<file path="src/rtl/serial_cmd_pkg.sv">
`default_nettype none
// ============================================================================
// Module   : serial_cmd_pkg
// Purpose  : Frame/response byte constants, state encodings and a saturating
//            increment helper shared by the serial command sequencer.
// Options  : SERIAL_CMD_TIMEOUT_EN (used by serial_cmd_sequencer)
// Revision : 1.0 - initial release
// ============================================================================
package serial_cmd_pkg;

    localparam logic [7:0] OP_READ  = 8'h52;   // 'R'
    localparam logic [7:0] OP_WRITE = 8'h57;   // 'W'
    localparam logic [7:0] RSP_ACK  = 8'h41;   // 'A'
    localparam logic [7:0] RSP_ERR  = 8'h45;   // 'E'

    localparam logic [2:0] ST_IDLE       = 3'd0;
    localparam logic [2:0] ST_GET_ADDR   = 3'd1;
    localparam logic [2:0] ST_GET_DATA   = 3'd2;
    localparam logic [2:0] ST_REG_ACCESS = 3'd3;
    localparam logic [2:0] ST_REG_WAIT   = 3'd4;
    localparam logic [2:0] ST_SEND_BYTE  = 3'd5;
    localparam logic [2:0] ST_WAIT_COPY  = 3'd6;

    // Parser states; RESPOND covers the whole SEND_BYTE/WAIT_COPY phase that
    // the response sender owns.
    typedef enum logic [2:0] {
        IDLE       = ST_IDLE,
        GET_ADDR   = ST_GET_ADDR,
        GET_DATA   = ST_GET_DATA,
        REG_ACCESS = ST_REG_ACCESS,
        REG_WAIT   = ST_REG_WAIT,
        RESPOND    = ST_SEND_BYTE
    } seq_state_t;

    // Response sender states.
    typedef enum logic [2:0] {
        TX_IDLE   = ST_IDLE,
        SEND_BYTE = ST_SEND_BYTE,
        WAIT_COPY = ST_WAIT_COPY
    } tx_state_t;

    function automatic logic [7:0] sat_inc(input logic [7:0] value);
        return (value == 8'hFF) ? value : value + 8'd1;
    endfunction

endpackage
`default_nettype wire

</file>
<file path="src/rtl/serial_cmd_sequencer_if.sv">
`default_nettype none
// ============================================================================
// Module   : serial_cmd_sequencer_if
// Purpose  : Receiver, transmitter and register-bank signals of the serial
//            command sequencer. master = sequencer, slave = environment.
// Options  : none
// Revision : 1.0 - initial release
// ============================================================================
interface serial_cmd_sequencer_if;
    logic       rx_valid;
    logic [7:0] rx_data;
    logic       rx_err;
    logic       rx_read;
    logic [7:0] tx_data;
    logic       tx_data_ready;
    logic       tx_data_copied;
    logic       tx_transaction;
    logic [7:0] reg_addr;
    logic [7:0] reg_wdata;
    logic       reg_we;
    logic       reg_re;
    logic [7:0] reg_rdata;

    modport master (
        input  rx_valid, rx_data, rx_err, tx_data_copied, reg_rdata,
        output rx_read, tx_data, tx_data_ready, tx_transaction,
        output reg_addr, reg_wdata, reg_we, reg_re
    );

    modport slave (
        output rx_valid, rx_data, rx_err, tx_data_copied, reg_rdata,
        input  rx_read, tx_data, tx_data_ready, tx_transaction,
        input  reg_addr, reg_wdata, reg_we, reg_re
    );
endinterface
`default_nettype wire

</file>
<file path="src/rtl/serial_resp_sender.sv">
`default_nettype none
// ============================================================================
// Module   : serial_resp_sender
// Purpose  : Buffers a 2- or 3-byte response and streams it byte by byte
//            through the transmitter ready/copied handshake.
// Options  : none
// Revision : 1.0 - initial release
// ============================================================================
module serial_resp_sender
    import serial_cmd_pkg::*;
(
    input  wire logic       clk,
    input  wire logic       rst,
    input  wire logic       start,
    input  wire logic       len3,
    input  wire logic [7:0] b0,
    input  wire logic [7:0] b1,
    input  wire logic [7:0] b2,
    input  wire logic       tx_data_copied,
    output logic [7:0]      tx_data,
    output logic            tx_data_ready,
    output logic            tx_transaction,
    output logic            done
);

    tx_state_t   state, state_nxt;
    logic [23:0] resp_buf, resp_buf_nxt;   // next byte to send sits in [7:0]
    logic [1:0]  left, left_nxt;           // bytes still to hand over
    logic [7:0]  data_nxt;
    logic        ready_nxt;
    logic        trans_nxt;

    // State register.
    always_ff @(posedge clk or posedge rst) begin
        if (rst) state <= TX_IDLE;
        else     state <= state_nxt;
    end

    // Datapath and handshake outputs, all registered so reset clears them at once.
    always_ff @(posedge clk or posedge rst) begin
        if (rst) begin
            resp_buf       <= '0;
            left           <= '0;
            tx_data        <= '0;
            tx_data_ready  <= 1'b0;
            tx_transaction <= 1'b0;
        end else begin
            resp_buf       <= resp_buf_nxt;
            left           <= left_nxt;
            tx_data        <= data_nxt;
            tx_data_ready  <= ready_nxt;
            tx_transaction <= trans_nxt;
        end
    end

    // Next state: SEND_BYTE presents a byte, WAIT_COPY waits for the latch;
    // the return through SEND_BYTE guarantees a low ready cycle between bytes.
    always_comb begin
        state_nxt    = state;
        resp_buf_nxt = resp_buf;
        left_nxt     = left;
        data_nxt     = tx_data;
        ready_nxt    = tx_data_ready;
        trans_nxt    = tx_transaction;
        done         = 1'b0;
        case (state)
            TX_IDLE: begin
                if (start) begin
                    resp_buf_nxt = {b2, b1, b0};
                    left_nxt     = len3 ? 2'd3 : 2'd2;
                    trans_nxt    = 1'b1;
                    state_nxt    = SEND_BYTE;
                end
            end
            SEND_BYTE: begin
                data_nxt  = resp_buf[7:0];
                ready_nxt = 1'b1;
                state_nxt = WAIT_COPY;
            end
            WAIT_COPY: begin
                if (tx_data_copied) begin
                    ready_nxt = 1'b0;
                    if (left == 2'd1) begin
                        trans_nxt = 1'b0;
                        done      = 1'b1;
                        state_nxt = TX_IDLE;
                    end else begin
                        resp_buf_nxt = resp_buf >> 8;
                        left_nxt     = left - 2'd1;
                        state_nxt    = SEND_BYTE;
                    end
                end
            end
            default: state_nxt = TX_IDLE;
        endcase
    end

endmodule
`default_nettype wire

</file>
<file path="src/rtl/serial_cmd_sequencer.sv">
`default_nettype none
// ============================================================================
// Module   : serial_cmd_sequencer
// Purpose  : Parses 'R' addr / 'W' addr data frames from the RS232 receiver,
//            performs one register access per frame and returns an 'A' or
//            'E' response through serial_resp_sender.
// Options  : SERIAL_CMD_TIMEOUT_EN - inter-byte timeout in GET_ADDR/GET_DATA
// Revision : 1.0 - initial release
// ============================================================================
module serial_cmd_sequencer
    import serial_cmd_pkg::*;
#(
    parameter int REG_COUNT      = 16,
    parameter int TIMEOUT_CYCLES = 5000000
) (
    input  wire logic              clk,
    input  wire logic              rst,
    serial_cmd_sequencer_if.master bus,
    output logic                   busy,
    output logic [7:0]             err_cnt
);

    seq_state_t state, state_nxt;
    logic       is_write, is_write_nxt;
    logic [7:0] addr, addr_nxt;
    logic [7:0] wdata, wdata_nxt;
    logic       pop, pop_nxt;
    logic       we_strobe, we_nxt;
    logic       re_strobe, re_nxt;
    logic [7:0] err_count;
    logic       err_inc;
    logic       can_pop;
    logic       addr_ok;
    logic       timeout;
    logic       rsp_start;
    logic       rsp_len3;
    logic [7:0] rsp_b0, rsp_b1, rsp_b2;
    logic       rsp_done;
    logic [7:0] tx_data;
    logic       tx_ready;
    logic       tx_trans;

    // A pop is never issued in the cycle right after one, so a stale rx_valid
    // from the receiver cannot cause a double pop.
    assign can_pop = bus.rx_valid && !pop;
    assign addr_ok = int'(addr) < REG_COUNT;

`ifdef SERIAL_CMD_TIMEOUT_EN
    localparam int TW = $clog2(TIMEOUT_CYCLES + 1);
    logic [TW-1:0] idle_cycles;
    logic          waiting;

    assign waiting = (state == GET_ADDR) || (state == GET_DATA);
    assign timeout = waiting && (idle_cycles == TW'(TIMEOUT_CYCLES - 1));

    // Inter-byte counter: restarts on every pop, runs only while mid-frame.
    always_ff @(posedge clk or posedge rst) begin
        if (rst)                     idle_cycles <= '0;
        else if (pop_nxt || !waiting) idle_cycles <= '0;
        else                         idle_cycles <= idle_cycles + 1'b1;
    end
`else
    // Without the timeout the parser waits forever; the parameter is kept so
    // both builds share one instantiation.
    assign timeout = (TIMEOUT_CYCLES < 0);
`endif

    // State register.
    always_ff @(posedge clk or posedge rst) begin
        if (rst) state <= IDLE;
        else     state <= state_nxt;
    end

    // Frame fields, strobes and the error counter.
    always_ff @(posedge clk or posedge rst) begin
        if (rst) begin
            is_write  <= 1'b0;
            addr      <= '0;
            wdata     <= '0;
            pop       <= 1'b0;
            we_strobe <= 1'b0;
            re_strobe <= 1'b0;
            err_count <= '0;
        end else begin
            is_write  <= is_write_nxt;
            addr      <= addr_nxt;
            wdata     <= wdata_nxt;
            pop       <= pop_nxt;
            we_strobe <= we_nxt;
            re_strobe <= re_nxt;
            if (err_inc) err_count <= sat_inc(err_count);
        end
    end

    // Next-state and control decode for the frame parser.
    always_comb begin
        state_nxt    = state;
        is_write_nxt = is_write;
        addr_nxt     = addr;
        wdata_nxt    = wdata;
        pop_nxt      = 1'b0;
        we_nxt       = 1'b0;
        re_nxt       = 1'b0;
        err_inc      = 1'b0;
        rsp_start    = 1'b0;
        rsp_len3     = 1'b0;
        rsp_b0       = RSP_ERR;
        rsp_b1       = 8'h00;
        rsp_b2       = 8'h00;
        case (state)
            IDLE: begin
                if (bus.rx_err) err_inc = 1'b1;
                if (can_pop) begin
                    pop_nxt = 1'b1;
                    if (bus.rx_data == OP_READ || bus.rx_data == OP_WRITE) begin
                        is_write_nxt = (bus.rx_data == OP_WRITE);
                        state_nxt    = GET_ADDR;
                    end else begin
                        rsp_start = 1'b1;
                        rsp_b1    = bus.rx_data;
                        err_inc   = 1'b1;
                        state_nxt = RESPOND;
                    end
                end
            end
            GET_ADDR: begin
                if (bus.rx_err || timeout) begin
                    err_inc   = 1'b1;
                    state_nxt = IDLE;
                end else if (can_pop) begin
                    pop_nxt   = 1'b1;
                    addr_nxt  = bus.rx_data;
                    state_nxt = is_write ? GET_DATA : REG_ACCESS;
                end
            end
            GET_DATA: begin
                if (bus.rx_err || timeout) begin
                    err_inc   = 1'b1;
                    state_nxt = IDLE;
                end else if (can_pop) begin
                    pop_nxt   = 1'b1;
                    wdata_nxt = bus.rx_data;
                    state_nxt = REG_ACCESS;
                end
            end
            REG_ACCESS: begin
                if (!addr_ok) begin
                    rsp_start = 1'b1;
                    rsp_b1    = addr;
                    err_inc   = 1'b1;
                    state_nxt = RESPOND;
                end else if (is_write) begin
                    we_nxt    = 1'b1;
                    rsp_start = 1'b1;
                    rsp_len3  = 1'b1;
                    rsp_b0    = RSP_ACK;
                    rsp_b1    = addr;
                    rsp_b2    = wdata;
                    state_nxt = RESPOND;
                end else begin
                    re_nxt    = 1'b1;
                    state_nxt = REG_WAIT;
                end
            end
            REG_WAIT: begin
                // First cycle here is the reg_re cycle; read data arrives one later.
                if (!re_strobe) begin
                    rsp_start = 1'b1;
                    rsp_len3  = 1'b1;
                    rsp_b0    = RSP_ACK;
                    rsp_b1    = addr;
                    rsp_b2    = bus.reg_rdata;
                    state_nxt = RESPOND;
                end
            end
            RESPOND: begin
                if (rsp_done) state_nxt = IDLE;
            end
            default: state_nxt = IDLE;
        endcase
    end

    serial_resp_sender u_sender (
        .clk            (clk),
        .rst            (rst),
        .start          (rsp_start),
        .len3           (rsp_len3),
        .b0             (rsp_b0),
        .b1             (rsp_b1),
        .b2             (rsp_b2),
        .tx_data_copied (bus.tx_data_copied),
        .tx_data        (tx_data),
        .tx_data_ready  (tx_ready),
        .tx_transaction (tx_trans),
        .done           (rsp_done)
    );

    assign bus.rx_read        = pop;
    assign bus.reg_addr       = addr;
    assign bus.reg_wdata      = wdata;
    assign bus.reg_we         = we_strobe;
    assign bus.reg_re         = re_strobe;
    assign bus.tx_data        = tx_data;
    assign bus.tx_data_ready  = tx_ready;
    assign bus.tx_transaction = tx_trans;
    assign busy               = (state != IDLE);
    assign err_cnt            = err_count;

endmodule
`default_nettype wire

</file>
<file path="src/flat_wrapper.sv">
// flat-port wrapper written by rule: the top's interface ports become plain ports
module serial_cmd_sequencer_flat import serial_cmd_pkg::*;
#(
    parameter int REG_COUNT      = 16,
    parameter int TIMEOUT_CYCLES = 5000000
)
  (clk, rst, busy, err_cnt, bus_rx_valid, bus_rx_data, bus_rx_err, bus_tx_data_copied, bus_reg_rdata, bus_rx_read, bus_tx_data, bus_tx_data_ready, bus_tx_transaction, bus_reg_addr, bus_reg_wdata, bus_reg_we, bus_reg_re);
  serial_cmd_sequencer_if bus_i ();
  input  wire logic clk;
  input  wire logic rst;
  output logic busy;
  output logic [7:0] err_cnt;
  input wire logic [$bits(bus_i.rx_valid)-1:0] bus_rx_valid;
  input wire logic [$bits(bus_i.rx_data)-1:0] bus_rx_data;
  input wire logic [$bits(bus_i.rx_err)-1:0] bus_rx_err;
  input wire logic [$bits(bus_i.tx_data_copied)-1:0] bus_tx_data_copied;
  input wire logic [$bits(bus_i.reg_rdata)-1:0] bus_reg_rdata;
  output wire logic [$bits(bus_i.rx_read)-1:0] bus_rx_read;
  output wire logic [$bits(bus_i.tx_data)-1:0] bus_tx_data;
  output wire logic [$bits(bus_i.tx_data_ready)-1:0] bus_tx_data_ready;
  output wire logic [$bits(bus_i.tx_transaction)-1:0] bus_tx_transaction;
  output wire logic [$bits(bus_i.reg_addr)-1:0] bus_reg_addr;
  output wire logic [$bits(bus_i.reg_wdata)-1:0] bus_reg_wdata;
  output wire logic [$bits(bus_i.reg_we)-1:0] bus_reg_we;
  output wire logic [$bits(bus_i.reg_re)-1:0] bus_reg_re;
  assign bus_i.rx_valid = bus_rx_valid;
  assign bus_i.rx_data = bus_rx_data;
  assign bus_i.rx_err = bus_rx_err;
  assign bus_i.tx_data_copied = bus_tx_data_copied;
  assign bus_i.reg_rdata = bus_reg_rdata;
  assign bus_rx_read = bus_i.rx_read;
  assign bus_tx_data = bus_i.tx_data;
  assign bus_tx_data_ready = bus_i.tx_data_ready;
  assign bus_tx_transaction = bus_i.tx_transaction;
  assign bus_reg_addr = bus_i.reg_addr;
  assign bus_reg_wdata = bus_i.reg_wdata;
  assign bus_reg_we = bus_i.reg_we;
  assign bus_reg_re = bus_i.reg_re;
  serial_cmd_sequencer #(.REG_COUNT(REG_COUNT), .TIMEOUT_CYCLES(TIMEOUT_CYCLES)) u_core (.clk(clk), .rst(rst), .bus(bus_i), .busy(busy), .err_cnt(err_cnt));
endmodule
</file>
<file path="config.mk">
export PLATFORM = sky130hd
export DESIGN_NAME = serial_cmd_sequencer_flat
export DESIGN_NICKNAME = d
export VERILOG_FILES = /design/src/rtl/serial_cmd_pkg.sv /design/src/rtl/serial_cmd_sequencer_if.sv /design/src/rtl/serial_resp_sender.sv /design/src/rtl/serial_cmd_sequencer.sv /design/src/flat_wrapper.sv
export SDC_FILE = /design/constraint.sdc
export NUM_CORES = 1
export LEC_CHECK = 0
export BUFFER_PORTS_ARGS = -buffer_cell sky130_fd_sc_hd__buf_2
export CORE_ASPECT_RATIO = 1.1
export CORE_MARGIN = 2
export CORE_UTILIZATION = 45
export CTS_CLUSTER_DIAMETER = 50
export DETAILED_ROUTE_END_ITERATION = 16
export GPL_TIMING_DRIVEN = 0
export PLACE_DENSITY = 0.76
export SYNTH_ARGS = -nofsm -noshare
export SYNTH_HDL_FRONTEND = slang
export SYNTH_SLANG_ARGS = --single-unit
</file>
<file path="constraint.sdc">
create_clock -name clk -period 2.6 [get_ports clk]
set_clock_uncertainty 0.15 [all_clocks]
set_input_delay 0 -clock clk [delete_from_list [all_inputs] [get_ports clk]]
set_output_delay 0 -clock clk [all_outputs]
set_load 0.02 [all_outputs]
</file>
======== After elaboration in Yosys (flattened, before gate mapping) ========
Cells that the tools add are included.
cells by class
  bitwise operators ....................... 2
  mux-type cells .......................... 68
  eq/ne operators ......................... 20
  add/sub/neg operators ................... 2
  reduce and logical (&&, ||, !) cells .... 18
  $lt $le $gt $ge ......................... 1
operators with widths
  cell                                                                           number
  24-bit two-way mux                                                             3
  8-bit two-way mux                                                              9
  24-bit one-hot mux with 2 select lines                                         1
  3-bit two-way mux                                                              14
  8-bit one-hot mux with 2 select lines                                          2
  1-bit two-way mux                                                              26
  8-bit one-hot mux with 3 select lines                                          1
  3-bit one-hot mux with 6 select lines                                          1
  8-bit by 7-bit equality test with 1-bit output (second input constant)         2
  3-bit equality test (second input constant)                                    4
  3-bit one-hot mux with 3 select lines                                          1
  3-bit AND reduction                                                            3
  8-bit by 1-bit adder with 8-bit output (second input constant)                 1
  8-bit equality test (second input constant)                                    1
  8-bit by 5-bit less-than comparator with 1-bit output (second input constant)  1
  2-bit != test (second input constant)                                          4
  1-bit one-hot mux with 2 select lines                                          4
  4-bit AND reduction                                                            2
  3-bit by 2-bit equality test with 1-bit output (second input constant)         2
  3-bit logical NOT                                                              2
  2-bit two-way mux                                                              3
  2-bit by 1-bit != test with 1-bit output (second input constant)               3
  3-bit by 2-bit != test with 1-bit output (second input constant)               2
  1-bit one-hot mux with 3 select lines                                          2
  other kinds (13)                                                               17
storage, ports and cells
  flip-flop bits (word level) ............. 70
  logic and storage cells ................. 125
  output and inout port bits .............. 38
  input port bits ......................... 21

======== Logic depth before layout (Yosys ltp) ========
Gate-level depths: netlist of the first run.
  word-level depth ........................ 7
  depth in mapped cells ................... 7
  depth with buffers taken out ............ 6

======== Hierarchy ========
Synthesis of the first run repeated with hierarchy kept, for this count alone.
unflattened totals
  cells, all modules ...................... 277
  area total of the unflattened synthesis .. 3462.1 um^2
by module, submodules not included
  module                area an instance (um^2)  seq. area each (um^2)  instances  cells each
  serial_resp_sender    1836.8                   975.9                  1          135
  serial_cmd_sequencer  1625.3                   775.7                  1          142

======== Worst setup path before layout of the first run ========
Ideal clock, no wire load.
  kind .................................... register to register
  start point ............................. register u_core.state[0]
  end point ............................... register u_core.u_sender.resp_buf[11]
  period minus slack after synthesis ...... 2.257 ns
  stages on the path, launching flop included .. 8
  setup time .............................. 0.125 ns
  arrival ................................. 1.982 ns
  slack ................................... 0.343 ns
  required time ........................... 2.325 ns
  buffers on the path ..................... 2
  path through ............................ dfrtp_1 buf_2 or3_4 nor3b_4 a31oi_4 nand2_4 buf_6 mux2_4
on the way
  cells in the longest elaborated chain, start to end .. 4
  elaborated cells between the ends (all ways) .. 9
  those cells by class .................... eq/ne (3); mux (4); reduce/logical (2)
RTL lines
  what                                                                                            RTL line                     RTL
  start, declared                                                                                 serial_cmd_sequencer.sv:23   seq_state_t state, state_nxt;
  start signal, assigned                                                                          serial_cmd_sequencer.sv:71   else state <= state_nxt;
  3-bit equality test, or another cell as far along                                               serial_cmd_sequencer.sv:110  case (state)
  1-bit one-hot mux with 3 select lines or 8-bit one-hot mux with 3 select lines (tied branches)  serial_cmd_sequencer.sv:110
  2-bit by 1-bit != test with 1-bit output (no line) or 24-bit two-way mux (tied branches)        --
  4-bit AND reduction (no line) or 24-bit one-hot mux with 2 select lines (tied branches)         --
  end signal, assigned                                                                            serial_resp_sender.sv:48     resp_buf <= resp_buf_nxt;
  end, declared                                                                                   serial_resp_sender.sv:27     logic [23:0] resp_buf, resp_buf_nxt;
Parallel ways exist; a longest one is shown, timed or not. The select of a mux whose other input is x is not followed.
A chain may end at the register's enable or synchronous reset.

======== Worst setup path after layout of the first run ========
  start point ............................. register u_core.state[1]
  end point ............................... register u_core.u_sender.resp_buf[21]
on the way
  cells in the longest elaborated chain, start to end .. 4
  elaborated cells between the ends (all ways) .. 9
  those cells by class .................... eq/ne (3); mux (4); reduce/logical (2)
RTL lines
  what                                                                                            RTL line
  3-bit equality test, or another cell as far along                                               serial_cmd_sequencer.sv:110
  1-bit one-hot mux with 3 select lines or 8-bit one-hot mux with 2 select lines (tied branches)  serial_cmd_sequencer.sv:110
  2-bit by 1-bit != test with 1-bit output (no line) or 24-bit two-way mux (tied branches)        --
  4-bit AND reduction (no line) or 24-bit one-hot mux with 2 select lines (tied branches)         --
Parallel ways exist; a longest one is shown, timed or not. The select of a mux whose other input is x is not followed.

==> results of run 1 <==
## flip-flops by register name (all words and copies together) (netlist names), 2 cells and up
register                  cells
u_core.u_sender.tx_data       8
u_core.u_sender.state         3
u_core.bus.reg_wdata          8
u_core.u_sender.left          2
u_core.u_sender.resp_buf     24
u_core.state                  3
u_core.bus.reg_addr           8
u_core.err_cnt                8
## stage by stage
| step | hold WS (ns) | total power, mW | cell area (um^2) | setup TNS (ns) | utilization, % |
|---|---|---|---|---|---|
| after floorplan | -0.02337 | 2.985 | 3362 | 0 | - |
| after global placement | 0.1349 | 3.453 | 3761 | -9.501 | 51.17 |
| after detailed placement | 0.08464 | 3.510 | 3764 | 0 | 51.21 |
| after CTS | 0.09635 | 4.358 | 4130 | 0 | 56.20 |
| after global routing | 0.1357 | 4.681 | 4170 | 0 | 56.74 |
| final | 0.09929 | 4.421 | 4170 | 0 | 56.74 |
## cell type report
type,count,share of cell area [%]
Sequential cell,70,42.00
Multi-Input combinational cell,192,36.66
Inverter,9,0.8701
Tap cell,87,2.610
Timing Repair Buffer,80,12.06
Clock buffer,11,3.390
Buffer,12,1.560
Clock inverter,2,0.8401
## routing by layer
metal	wire, um	share of wire [%]	vias up
li1	-	-	1222
met5	0	0	-
met3	425	5.5	11
met2	3712	48	66
met4	142	1.9	0
met1	3379	44	1277
## worst paths after layout
kind	from	end	slack [ns]	depth (start not counted)
max in group asynchronous	rst	u_core.u_sender.resp_buf[19]	1.51	3
worst max-delay path	u_core.state[1]	u_core.u_sender.resp_buf[21]	0.15	7
worst min register to register	u_core.u_sender.tx_data[5]	u_core.u_sender.tx_data[5]	0.32	2
worst max register to register	u_core.state[1]	u_core.u_sender.resp_buf[21]	0.15	7
min in group asynchronous	rst	u_core.state[2]	0.25	3
worst min-delay path	bus_rx_valid	u_core.state[2]	0.1	4
## repair_timing
item	4_1_cts	5_1_grt
endpoints found under the setup margin	0	6
setup buffers	0	3
hold buffers	19	0
hold endpoints to repair	106	0
resized for setup	0	3
## worst min-delay path, delay by kind of cell
family	cells	cell delay, ns
buffers and inverters	1	0.10
AND/OR/NAND/NOR	2	0.36
AO/OA/AOI/OAI	1	0.07
## cells by family (layout without fill, tap and decap cells)
group	after synthesis	count (layout)	share of synthesized area, %
AND/OR/NAND/NOR	89	89	15.78
flip-flops	70	70	52.10
AO/OA/AOI/OAI	47	47	10.76
multiplexers	44	44	15.04
buffers and inverters	21	114	2.940
XOR/XNOR	9	9	2.345
adder cells (fa/ha/maj)	3	3	1.042
## power by group through the flow
stage | Clock, mW | Combinational, mW | Sequential [mW]
floorplan | 0 | 1.09 | 1.90
global placement | 0 | 1.77 | 1.68
detailed placement | 0 | 1.82 | 1.69
CTS | 0.836 | 1.85 | 1.68
global route | 0.889 | 2.07 | 1.72
finish | 0.826 | 1.91 | 1.69
## cells in the final DEF, fill, tap and decap left out, drive strengths merged, types with 2 or more instances in the layout
| cell | netlist | layout |
|---|---|---|
| a21oi | 5 | 5 |
| a222oi | 5 | 5 |
| a22oi | 8 | 8 |
| a31o | 5 | 5 |
| a31oi | 7 | 7 |
| and2 | 2 | 2 |
| and3 | 9 | 9 |
| and3b | 3 | 3 |
| buf | 5 | 66 |
| clkbuf | 7 | 18 |
| dfrtp | 70 | 70 |
| dlygate4sd3 | 0 | 19 |
| ha | 2 | 2 |
| inv | 9 | 9 |
| mux2 | 37 | 37 |
| mux2i | 7 | 7 |
| nand2 | 19 | 19 |
| nand3 | 4 | 4 |
| nand3b | 3 | 3 |
| nand4b | 3 | 3 |
| nor2 | 19 | 19 |
| nor2b | 2 | 2 |
| nor3 | 6 | 6 |
| nor3b | 3 | 3 |
| nor4 | 3 | 3 |
| nor4b | 2 | 2 |
| o211ai | 2 | 2 |
| o21a | 2 | 2 |
| o21ai | 6 | 6 |
| or2 | 2 | 2 |
| or3 | 3 | 3 |
| xor2 | 9 | 9 |
==> metrics.cfg, run 1 <==
[status]
outcome = finished, final reports clean

[synthesis]
seq_area_frac_synth_pct = 52.10
ys_top_cells_by_area = dfrtp_1, mux2_2, xor2_1
synth-edff-count = 0
syn-num-nets = 306
synth_warnings = 0
syn-cell-area_mm2 = 0.003362
yosys-top-cells-count = dfrtp_1, mux2_2, nor2_1
ys_seq_elements = 70
postSynthCellCount = 283
synth_ff_type = dfrtp_1
syn_avg_cell_area_um2 = 11.88
synthArstFlopShare_pct = 100.0
synth_area_leader_cell = dfrtp_1
ys_types = 56
synth_top_area_share_pct = 52.10
synth.most_common_cell = dfrtp_1

[grt]
grt_use_met1_pct = 24.77
grt_overflow_total = 0
grt-busiest-layer = met2
grt_pass1_wl_mm = 12.48
use_met3_pct = 4.371
grt_pass1_vias = 2574
grt_max_degree = 71
antenna_found_initial = 0
grt_usage_pct = 19.74
grtUsageMet2_pct = 32.31

[sta]
fmax_mhz = 408.4
fin_ws_ns = 0.1511
drv_slew = 0
setup_viol = 0
fin_crit_ns = 2.449
rsz0062_at_grt = no
tightestPinTransition_ns = 0.8448
max_slew_margin_pct = 43.68
period_share_pct = 94.19
hold_violations = 0

[run]
drv_cap = 0

[placement]
dpl.hpwl_mm = 5.121
gp_congestion = 0.8064
preCtsSetupSlack_ns = 0.04696
placed_cells = 428
port_buffers = 58

[critical_path]
cp_num_buf_inv = 2
crit_path_end_kind = flop
start_kind = flop
worst_path_max_delay_cell = or4b_1
path_delay_family = simple AND/OR/NAND/NOR gates
arrival_ns = 2.53
worstPathRequired_ns = 2.68
cp_max_fo = 9
path_cells = clkbuf_1 > or4b_1 > o211ai_1 > nand2_2 > nand2_4 > buf_4 > mux2_2
slowest_delay_ns = 0.58
setup.worst_path.class = flop to flop

[finish]
nFillCells = 609
multi_input_area_mm2 = 0.001529
syn_to_final_growth_pct = 24.04
nets = 397
diodes = 0
final_layout_size_suffix_gt1_share_pct = 33.78
fin_cells = 463
final-seq-area_mm2 = 0.001752

[floorplan]
rows = 33
start_util_pct = 45.74
pin_count = 59
fp.coreArea_mm2 = 0.007350
dieArea_mm2 = 0.008179
fp.dieW_um = 86.41
fp.dieH_um = 94.66

[drt]
wl_mm = 7.661
drtIter0Drc = 165
wl_per_cell_um = 16.55
final_antenna_net_count = 0
drt_pass1_iterations = 4
vias = 2576
via_per_inst = 5.564
drc = 0

[clock_network]
clock_latency_ns = 0.34
htree_levels = 3
cts_buffers = 9
clkSinkCount = 70
clockBufferDepth = 2
clk_root_buffer_cell = clkbuf_8
clkTransAtPathRegs_ns = 0.07
cts_tree = yes

[power_and_ir_drop]
p_int_mw = 2.714
p_leak_nw = 1.958
pwr-share-seq_pct = 38.1
switching_share_pct = 38.61
pwr-share-comb_pct = 43.2
power.density_mw_per_mm2 = 1060
netSwitchingPower_mw = 1.707
irDropWorstVdd_mv = 0.7338
clock_power_share_pct = 18.7

[min_path]
min_path_type = input port to flop

No activity file was read; power rests on OpenSTA's default activity.
==> inputs of run 2 (changes only) <==
--- a/config.mk
+++ b/config.mk
@@ -12,7 +12,7 @@
 export CTS_CLUSTER_DIAMETER = 50
 export DETAILED_ROUTE_END_ITERATION = 16
 export GPL_TIMING_DRIVEN = 0
-export PLACE_DENSITY = 0.76
+export PLACE_DENSITY = 0.79
 export SYNTH_ARGS = -nofsm -noshare
 export SYNTH_HDL_FRONTEND = slang
 export SYNTH_SLANG_ARGS = --single-unit
==> constraint.sdc (replaced) <==
create_clock -name clk -period 2.13 [get_ports clk]
set_clock_uncertainty 0.15 [all_clocks]
set_input_delay 0 -clock clk [delete_from_list [all_inputs] [get_ports clk]]
set_output_delay 0 -clock clk [all_outputs]
set_load 0.02 [all_outputs]
==> run 2 against run 1 <==
  * The run now ends with negative setup slack left
  * Total power is 39% higher
  * Largest cell class unchanged
  * Highest routed layer unchanged
  * Setup slack worse by 0.20 ns
  * Register-to-register slack got worse by 0.20 ns
  * Non-clock buffer count is 20 higher
  * Worst hold slack worse by 0.010 ns
  * Sequential cell count unchanged
  * Count of clock-buffer cells in the layout stayed put
  * Largest power group unchanged
  * First-iteration DRC count up 9.1%
  * Sequential share of layout area fell by 3.7 points
  * Critical path type unchanged
  * Critical endpoint is now u_core.u_sender.resp_buf[17]
  * Die area unchanged
==> metrics.cfg, run 2 (synthesis results as in run 1) <==
[drt]
drt_pass1_iterations = 4  ; unchanged
wl_per_cell_um = 17.50  ; +5.8%
final_antenna_net_count = 0  ; unchanged
via_per_inst = 5.673  ; +2.0%
drc = 0  ; unchanged
wl_mm = 8.507  ; +11%
vias = 2757  ; +7.0%
drtIter0Drc = 180  ; +9.1%

[clock_network]
cts_tree = yes
cts_buffers = 9  ; unchanged
clkSinkCount = 70  ; unchanged
clk_root_buffer_cell = clkbuf_8
clock_latency_ns = 0.35  ; about the same
clockBufferDepth = 2  ; unchanged
clkTransAtPathRegs_ns = 0.08  ; about the same
htree_levels = 3  ; unchanged

[floorplan]
pin_count = 59  ; unchanged
fp.dieW_um = 86.41  ; unchanged
rows = 33  ; unchanged
start_util_pct = 45.74  ; unchanged
fp.dieH_um = 94.66  ; unchanged
dieArea_mm2 = 0.008179  ; unchanged
fp.coreArea_mm2 = 0.007350  ; unchanged

[sta]
fin_ws_ns = -0.04609  ; -0.1972 ns
fmax_mhz = 459.5  ; +13%
hold_violations = 0  ; unchanged
fin_tns_setup_ns = -0.3765  ; -0.3765 ns
max_slew_margin_pct = 43.26  ; -0.42 points
period_share_pct = 102.2  ; +8.0 points
rsz0062_at_grt = yes
drv_slew = 0  ; unchanged
tightestPinTransition_ns = 0.8511  ; +0.006330 ns
fin_crit_ns = 2.176  ; -0.2728 ns
setup_viol = 15  ; +15

[placement]
port_buffers = 58  ; unchanged
dpl.hpwl_mm = 5.104  ; -0.33%
gp_congestion = 0.7967  ; -1.2%

[critical_path]
setup.worst_path.class = flop to flop
reg2regPathDepth = 6  ; -1
worstPathRequired_ns = 2.22  ; -0.46 ns
start_kind = flop
arrival_ns = 2.26  ; -0.27 ns
crit_path_end_kind = flop
cp_max_fo = 7  ; -2

[finish]
postLayoutCoreUtil_pct = 62.36  ; +5.6 points
mostFrequentLayoutCell = dfrtp_1
top_register = u_core.u_sender.resp_buf
syn_to_final_growth_pct = 36.32
nFillCells = 540  ; -11%
final_cell_mix = dfrtp_1, buf_2, mux2_2
final_layout_size_suffix_gt1_share_pct = 42.61  ; +8.8 points
largest_reg_flops = 24  ; unchanged
nets = 417  ; +5.0%
diodes = 0  ; unchanged

[power_and_ir_drop]
power.density_mw_per_mm2 = 1343  ; +27%
power_mw = 6.155  ; +39%
irDropWorstVdd_mv = 0.8118  ; +11%
p_leak_nw = 2.117  ; +8.1%

[grt]
grt_overflow_total = 0  ; unchanged
antenna_found_initial = 0  ; unchanged
grt_usage_pct = 21.74  ; +2.0 points
grt_max_degree = 71  ; unchanged
grt_pass1_wl_mm = 13.73  ; +10%
grt_pass1_vias = 2765  ; +7.4%

[status]
violations = negative setup slack
outcome = complete, but fails checks

[run]
drv_cap = 0  ; unchanged

[min_path]
worstHoldPathCells = 4  ; unchanged
min_path_type = input port to flop

==> run 2: per-layer routing <==
layer  wire length (um)  share of wire [%]  vias up  global-route usage (%)
li1                   -                  -     1275                       -
met1               3565                 42     1381                   27.24
met2               4372                 51       89                   35.90
met3                402                4.7       12                   4.720
met4                165                1.9        0                   10.16
met5                  0                  0        -                       0
==> run 2: through the flow <==
stage / std cells / setup slack (ns) / instance area, um^2 / hold WS [ns]
after floorplan: 283 / -0.06830 / 3366 / -0.02337
after global placement: 428 / -0.5834 / 3765 / 0.1291
after detailed placement: 428 / -0.3803 / 3767 / 0.08739
after CTS: 476 / -0.04585 / 4410 / 0.01953
after global routing: 486 / -0.1417 / 4583 / 0.09887
final: 486 / -0.04609 / 4583 / 0.08931
==> run 2: layout make-up <==
cell class / count / area, um^2 / area share (%)
sequential: 70 / 1755 / 38.30
multi-input combinational: 192 / 1668 / 36.39
timing repair buffer: 103 / 740.7 / 16.16
clock buffer: 11 / 141.4 / 3.085
tap: 87 / 108.9 / 2.375
buffer: 9 / 73.82 / 1.611
clock inverter: 5 / 58.81 / 1.283
inverter: 9 / 36.28 / 0.7917
==> run 2: repair_timing <==
item                                   in CTS  in global routing
gates resized for setup                    24                 22
setup endpoints to repair                  29                 49
cloned                                      1                  0
endpoints found under the hold margin     106                  0
hold buffers                               21                  0
pin swaps                                   5                 18
setup buffers                              13                 10
==> run 2: power by group <==
group	internal (mW)	switching, mW
Sequential	1.73	0.386
Combinational	1.48	1.46
Clock	0.573	0.517
==> run 2: final timing paths <==
check	startpoint	to	slack (ns)
max	u_core.state[1]	u_core.u_sender.resp_buf[17]	-0.05
min	bus_rx_data[5]	u_core.u_sender.resp_buf[13]	0.09
max reg2reg	u_core.state[1]	u_core.u_sender.resp_buf[17]	-0.05
min reg2reg	u_core.u_sender.tx_data[5]	u_core.u_sender.tx_data[5]	0.33
max in group asynchronous	rst	u_core.bus.reg_addr[6]	1.00
min in group asynchronous	rst	u_core.err_cnt[1]	0.23
==> run 2: worst max-delay path, cell delays in order (launching register included) <==
cell      delay (ns)
dfrtp_2         0.44
or4b_4          0.54
o211ai_1        0.14
nand2_2         0.19
nand2_4         0.16
buf_12          0.15
mux2_4          0.30
==> inputs of run 3 (changes only) <==
--- a/config.mk
+++ b/config.mk
@@ -8,11 +8,11 @@
 export BUFFER_PORTS_ARGS = -buffer_cell sky130_fd_sc_hd__buf_2
 export CORE_ASPECT_RATIO = 1.1
 export CORE_MARGIN = 2
-export CORE_UTILIZATION = 45
+export CORE_UTILIZATION = 23
 export CTS_CLUSTER_DIAMETER = 50
 export DETAILED_ROUTE_END_ITERATION = 16
 export GPL_TIMING_DRIVEN = 0
-export PLACE_DENSITY = 0.79
+export PLACE_DENSITY = 0.51
 export SYNTH_ARGS = -nofsm -noshare
 export SYNTH_HDL_FRONTEND = slang
 export SYNTH_SLANG_ARGS = --single-unit
==> run 3 against run 2 <==
  * The run still ends with negative setup slack left
  * Final cell count up 23%
  * Setup slack worse by 0.025 ns
  * Die area up 91%
  * Critical path depth unchanged
  * Sequential cell count unchanged
  * First-iteration DRC count down 26%
  * Sequential share of layout area down 1.8 points
  * Utilization down 29 points
  * Maximum frequency down 1.1%
  * Count of clock-buffer cells in the layout up 1
  * Sequential power about the same
  * Largest power group unchanged
  * Highest routed layer unchanged
==> metrics.cfg, run 3 (synthesis results as in run 1) <==
[power_and_ir_drop]
netSwitchingPower_mw = 2.422  ; +2.3%
p_int_mw = 4.028  ; +6.4%
power.density_mw_per_mm2 = 1341  ; -0.14%
p_leak_nw = 2.174  ; +2.7%
pwr-share-comb_pct = 44.5  ; -3.3 points
power_mw = 6.450  ; +4.8%
switching_share_pct = 37.55  ; -0.92 points
clock_power_share_pct = 22.7  ; +5.0 points
pwr-share-seq_pct = 32.7  ; -1.8 points
irDropWorstVdd_mv = 0.5418  ; -33%

[critical_path]
r2r_start = u_core.state[0]
cp_num_buf_inv = 1  ; unchanged
setup.worst_path.class = flop to flop
arrival_ns = 2.27  ; about the same
r2r_slack_ns = -0.07  ; -0.02 ns
timing.rr.end = u_core.u_sender.resp_buf[23]
path_cells = or4b_4 > o211ai_1 > nand2_2 > nand2_4 > buf_8 > mux2_4
worst_path_max_delay_cell = or4b_4
critical_path_cell_count = 6  ; unchanged
crit_path_end_kind = flop
start_kind = flop
cp_max_fo = 8  ; +1
worstPathRequired_ns = 2.20  ; -0.02 ns
reg2regPathDepth = 6  ; unchanged
path_delay_family = simple AND/OR/NAND/NOR gates
slowest_delay_ns = 0.55  ; about the same

[grt]
grt_pass1_vias = 2834  ; +2.5%
grt_usage_pct = 12.56  ; -9.2 points
grt_pass1_wl_mm = 15.10  ; +10%
grt_max_degree = 63  ; -11%
grt_overflow_total = 0  ; unchanged
antenna_found_initial = 0  ; unchanged

[drt]
final_antenna_net_count = 0  ; unchanged
wl_per_cell_um = 15.61  ; -11%
drtIter0Drc = 133  ; -26%
drt_pass1_iterations = 4  ; unchanged
via_per_inst = 4.500  ; -21%
vias = 2682  ; -2.7%
drc = 0  ; unchanged
wl_mm = 9.302  ; +9.3%

[finish]
mostFrequentLayoutCell = dfrtp_1
largest_reg_flops = 24  ; unchanged
fin_cells = 596  ; +23%
top_register = u_core.u_sender.resp_buf
final_layout_size_suffix_gt1_share_pct = 44.55  ; +1.9 points
diodes = 0  ; unchanged
syn_to_final_growth_pct = 43.06
final_cell_mix = dfrtp_1, buf_2, mux2_2
nets = 422  ; +1.2%
final_area_mm2 = 0.004810  ; +4.9%
nFillCells = 1477  ; +170%

[placement]
gp_congestion = 0.7882  ; -1.1%
dpl.hpwl_mm = 6.037  ; +18%
placed_cells = 534  ; +25%
port_buffers = 58  ; unchanged
place_area_mm2 = 0.003926  ; +4.2%

[floorplan]
fp.dieH_um = 130.8  ; +38%
start_util_pct = 23.46  ; -22 points
pin_count = 59  ; unchanged
fp.dieW_um = 119.3  ; +38%
rows = 46  ; +39%
fp.coreArea_mm2 = 0.01433  ; +95%
dieArea_mm2 = 0.01560  ; +91%

[clock_network]
clockBufferDepth = 2  ; unchanged
htree_levels = 3  ; unchanged
cts_buffers = 9  ; unchanged
cts_tree = yes
clkSinkCount = 70  ; unchanged
clkTransAtPathRegs_ns = 0.06  ; -0.02 ns
clock_latency_ns = 0.34  ; about the same
clk_root_buffer_cell = clkbuf_16

[sta]
tightestPinTransition_ns = 0.5233  ; -0.3278 ns
period_share_pct = 103.3  ; +1.2 points
setup_viol = 12  ; -3
fin_crit_ns = 2.201  ; +0.02491 ns
rsz0062_at_grt = yes
fin_ws_ns = -0.07100  ; -0.02491 ns
max_slew_margin_pct = 65.08  ; +22 points
hold_violations = 0  ; unchanged
fmax_mhz = 454.3  ; -1.1%
fin_tns_setup_ns = -0.7420  ; -0.3655 ns
drv_slew = 0  ; unchanged
whs_ns = 0.04683  ; -0.04248 ns

[min_path]
worstHoldPathCells = 4  ; unchanged
hp-start = bus_rx_data[1]
min_path_type = input port to flop
min_to = u_core.u_sender.resp_buf[9]

[status]
violations = negative setup slack
outcome = complete, but fails checks

[run]
drv_cap = 0  ; unchanged

==> run 3: changes by cell type in the layout (fill, tap and decap cells not counted), moves of 3 or more <==
cell and change:
clkbuf_16 +9, clkbuf_8 -7, mux2_2 +6, mux2_4 -6, buf_4 +4, clkbuf_1 -3
==> run 3: worst max-delay path by stage <==
stage               startpoint                            to  slack (ns)
3_5_place_dp   u_core.state[2]   u_core.u_sender.resp_buf[2]       -0.46
6_report       u_core.state[0]  u_core.u_sender.resp_buf[23]       -0.07
3_3_place_gp               rst       u_core.bus.reg_wdata[0]       -0.84
5_1_grt        u_core.state[2]  u_core.u_sender.resp_buf[16]       -0.16
4_1_cts        u_core.state[0]   u_core.u_sender.resp_buf[9]       -0.08
2_1_floorplan  u_core.state[1]  u_core.u_sender.resp_buf[11]       -0.07
==> run 3: cell type report <==
cell class                 count  area, um^2  area share [%]
timing repair buffer         107       762.0           15.84
multi-input combinational    193        1650           34.31
inverter                       9       36.28          0.7544
clock buffer                  12       266.5           5.541
tap                          192       240.2           4.995
buffer                         9       67.56           1.405
sequential                    70        1758           36.55
clock inverter                 4       28.78          0.5983
==> run 3: repair_timing <==
item / 4_1_cts / 5_1_grt
hold buffers: 21 / 0
endpoints found under the setup margin: 47 / 47
hold endpoints to repair: 106 / 0
pin swaps: 8 / 14
setup buffers: 12 / 15
resized for setup: 20 / 26
gates cloned: 1 / 0
==> run 3: metal layers <==
metal  track usage [%]  vias up  share of wire (%)
li1                  -     1282                  -
met4             5.882        0               0.98
met3             2.170        6                2.7
met5                 0        -                  0
met2             20.49       52                 48
met1             16.35     1342                 48
==> run 3: through the flow <==
stage | utilization, % | worst slack (ns)
3_3_place_gp | 27.19 | -0.8362
3_5_place_dp | 27.40 | -0.4610
5_1_grt | 33.56 | -0.1644
6_report | 33.56 | -0.07100
4_1_cts | 32.16 | -0.08134
2_1_floorplan | - | -0.06830
==> run 3: power groups by stage <==
stage               logic, mW  registers, mW  clock network (mW)
finish                   2.87           2.11                1.47
global route             3.11           2.17                1.57
CTS                      2.61           2.11                1.52
detailed placement       2.28           2.08                   0
global placement         2.24           2.07                   0
floorplan                1.33           2.32                   0
==> run 3: worst min-delay path, delay by kind of cell <==
kind                   cells  cell delay, ns
buffers and inverters      1            0.12
AO/OA/AOI/OAI              2            0.24
multiplexers               1            0.14
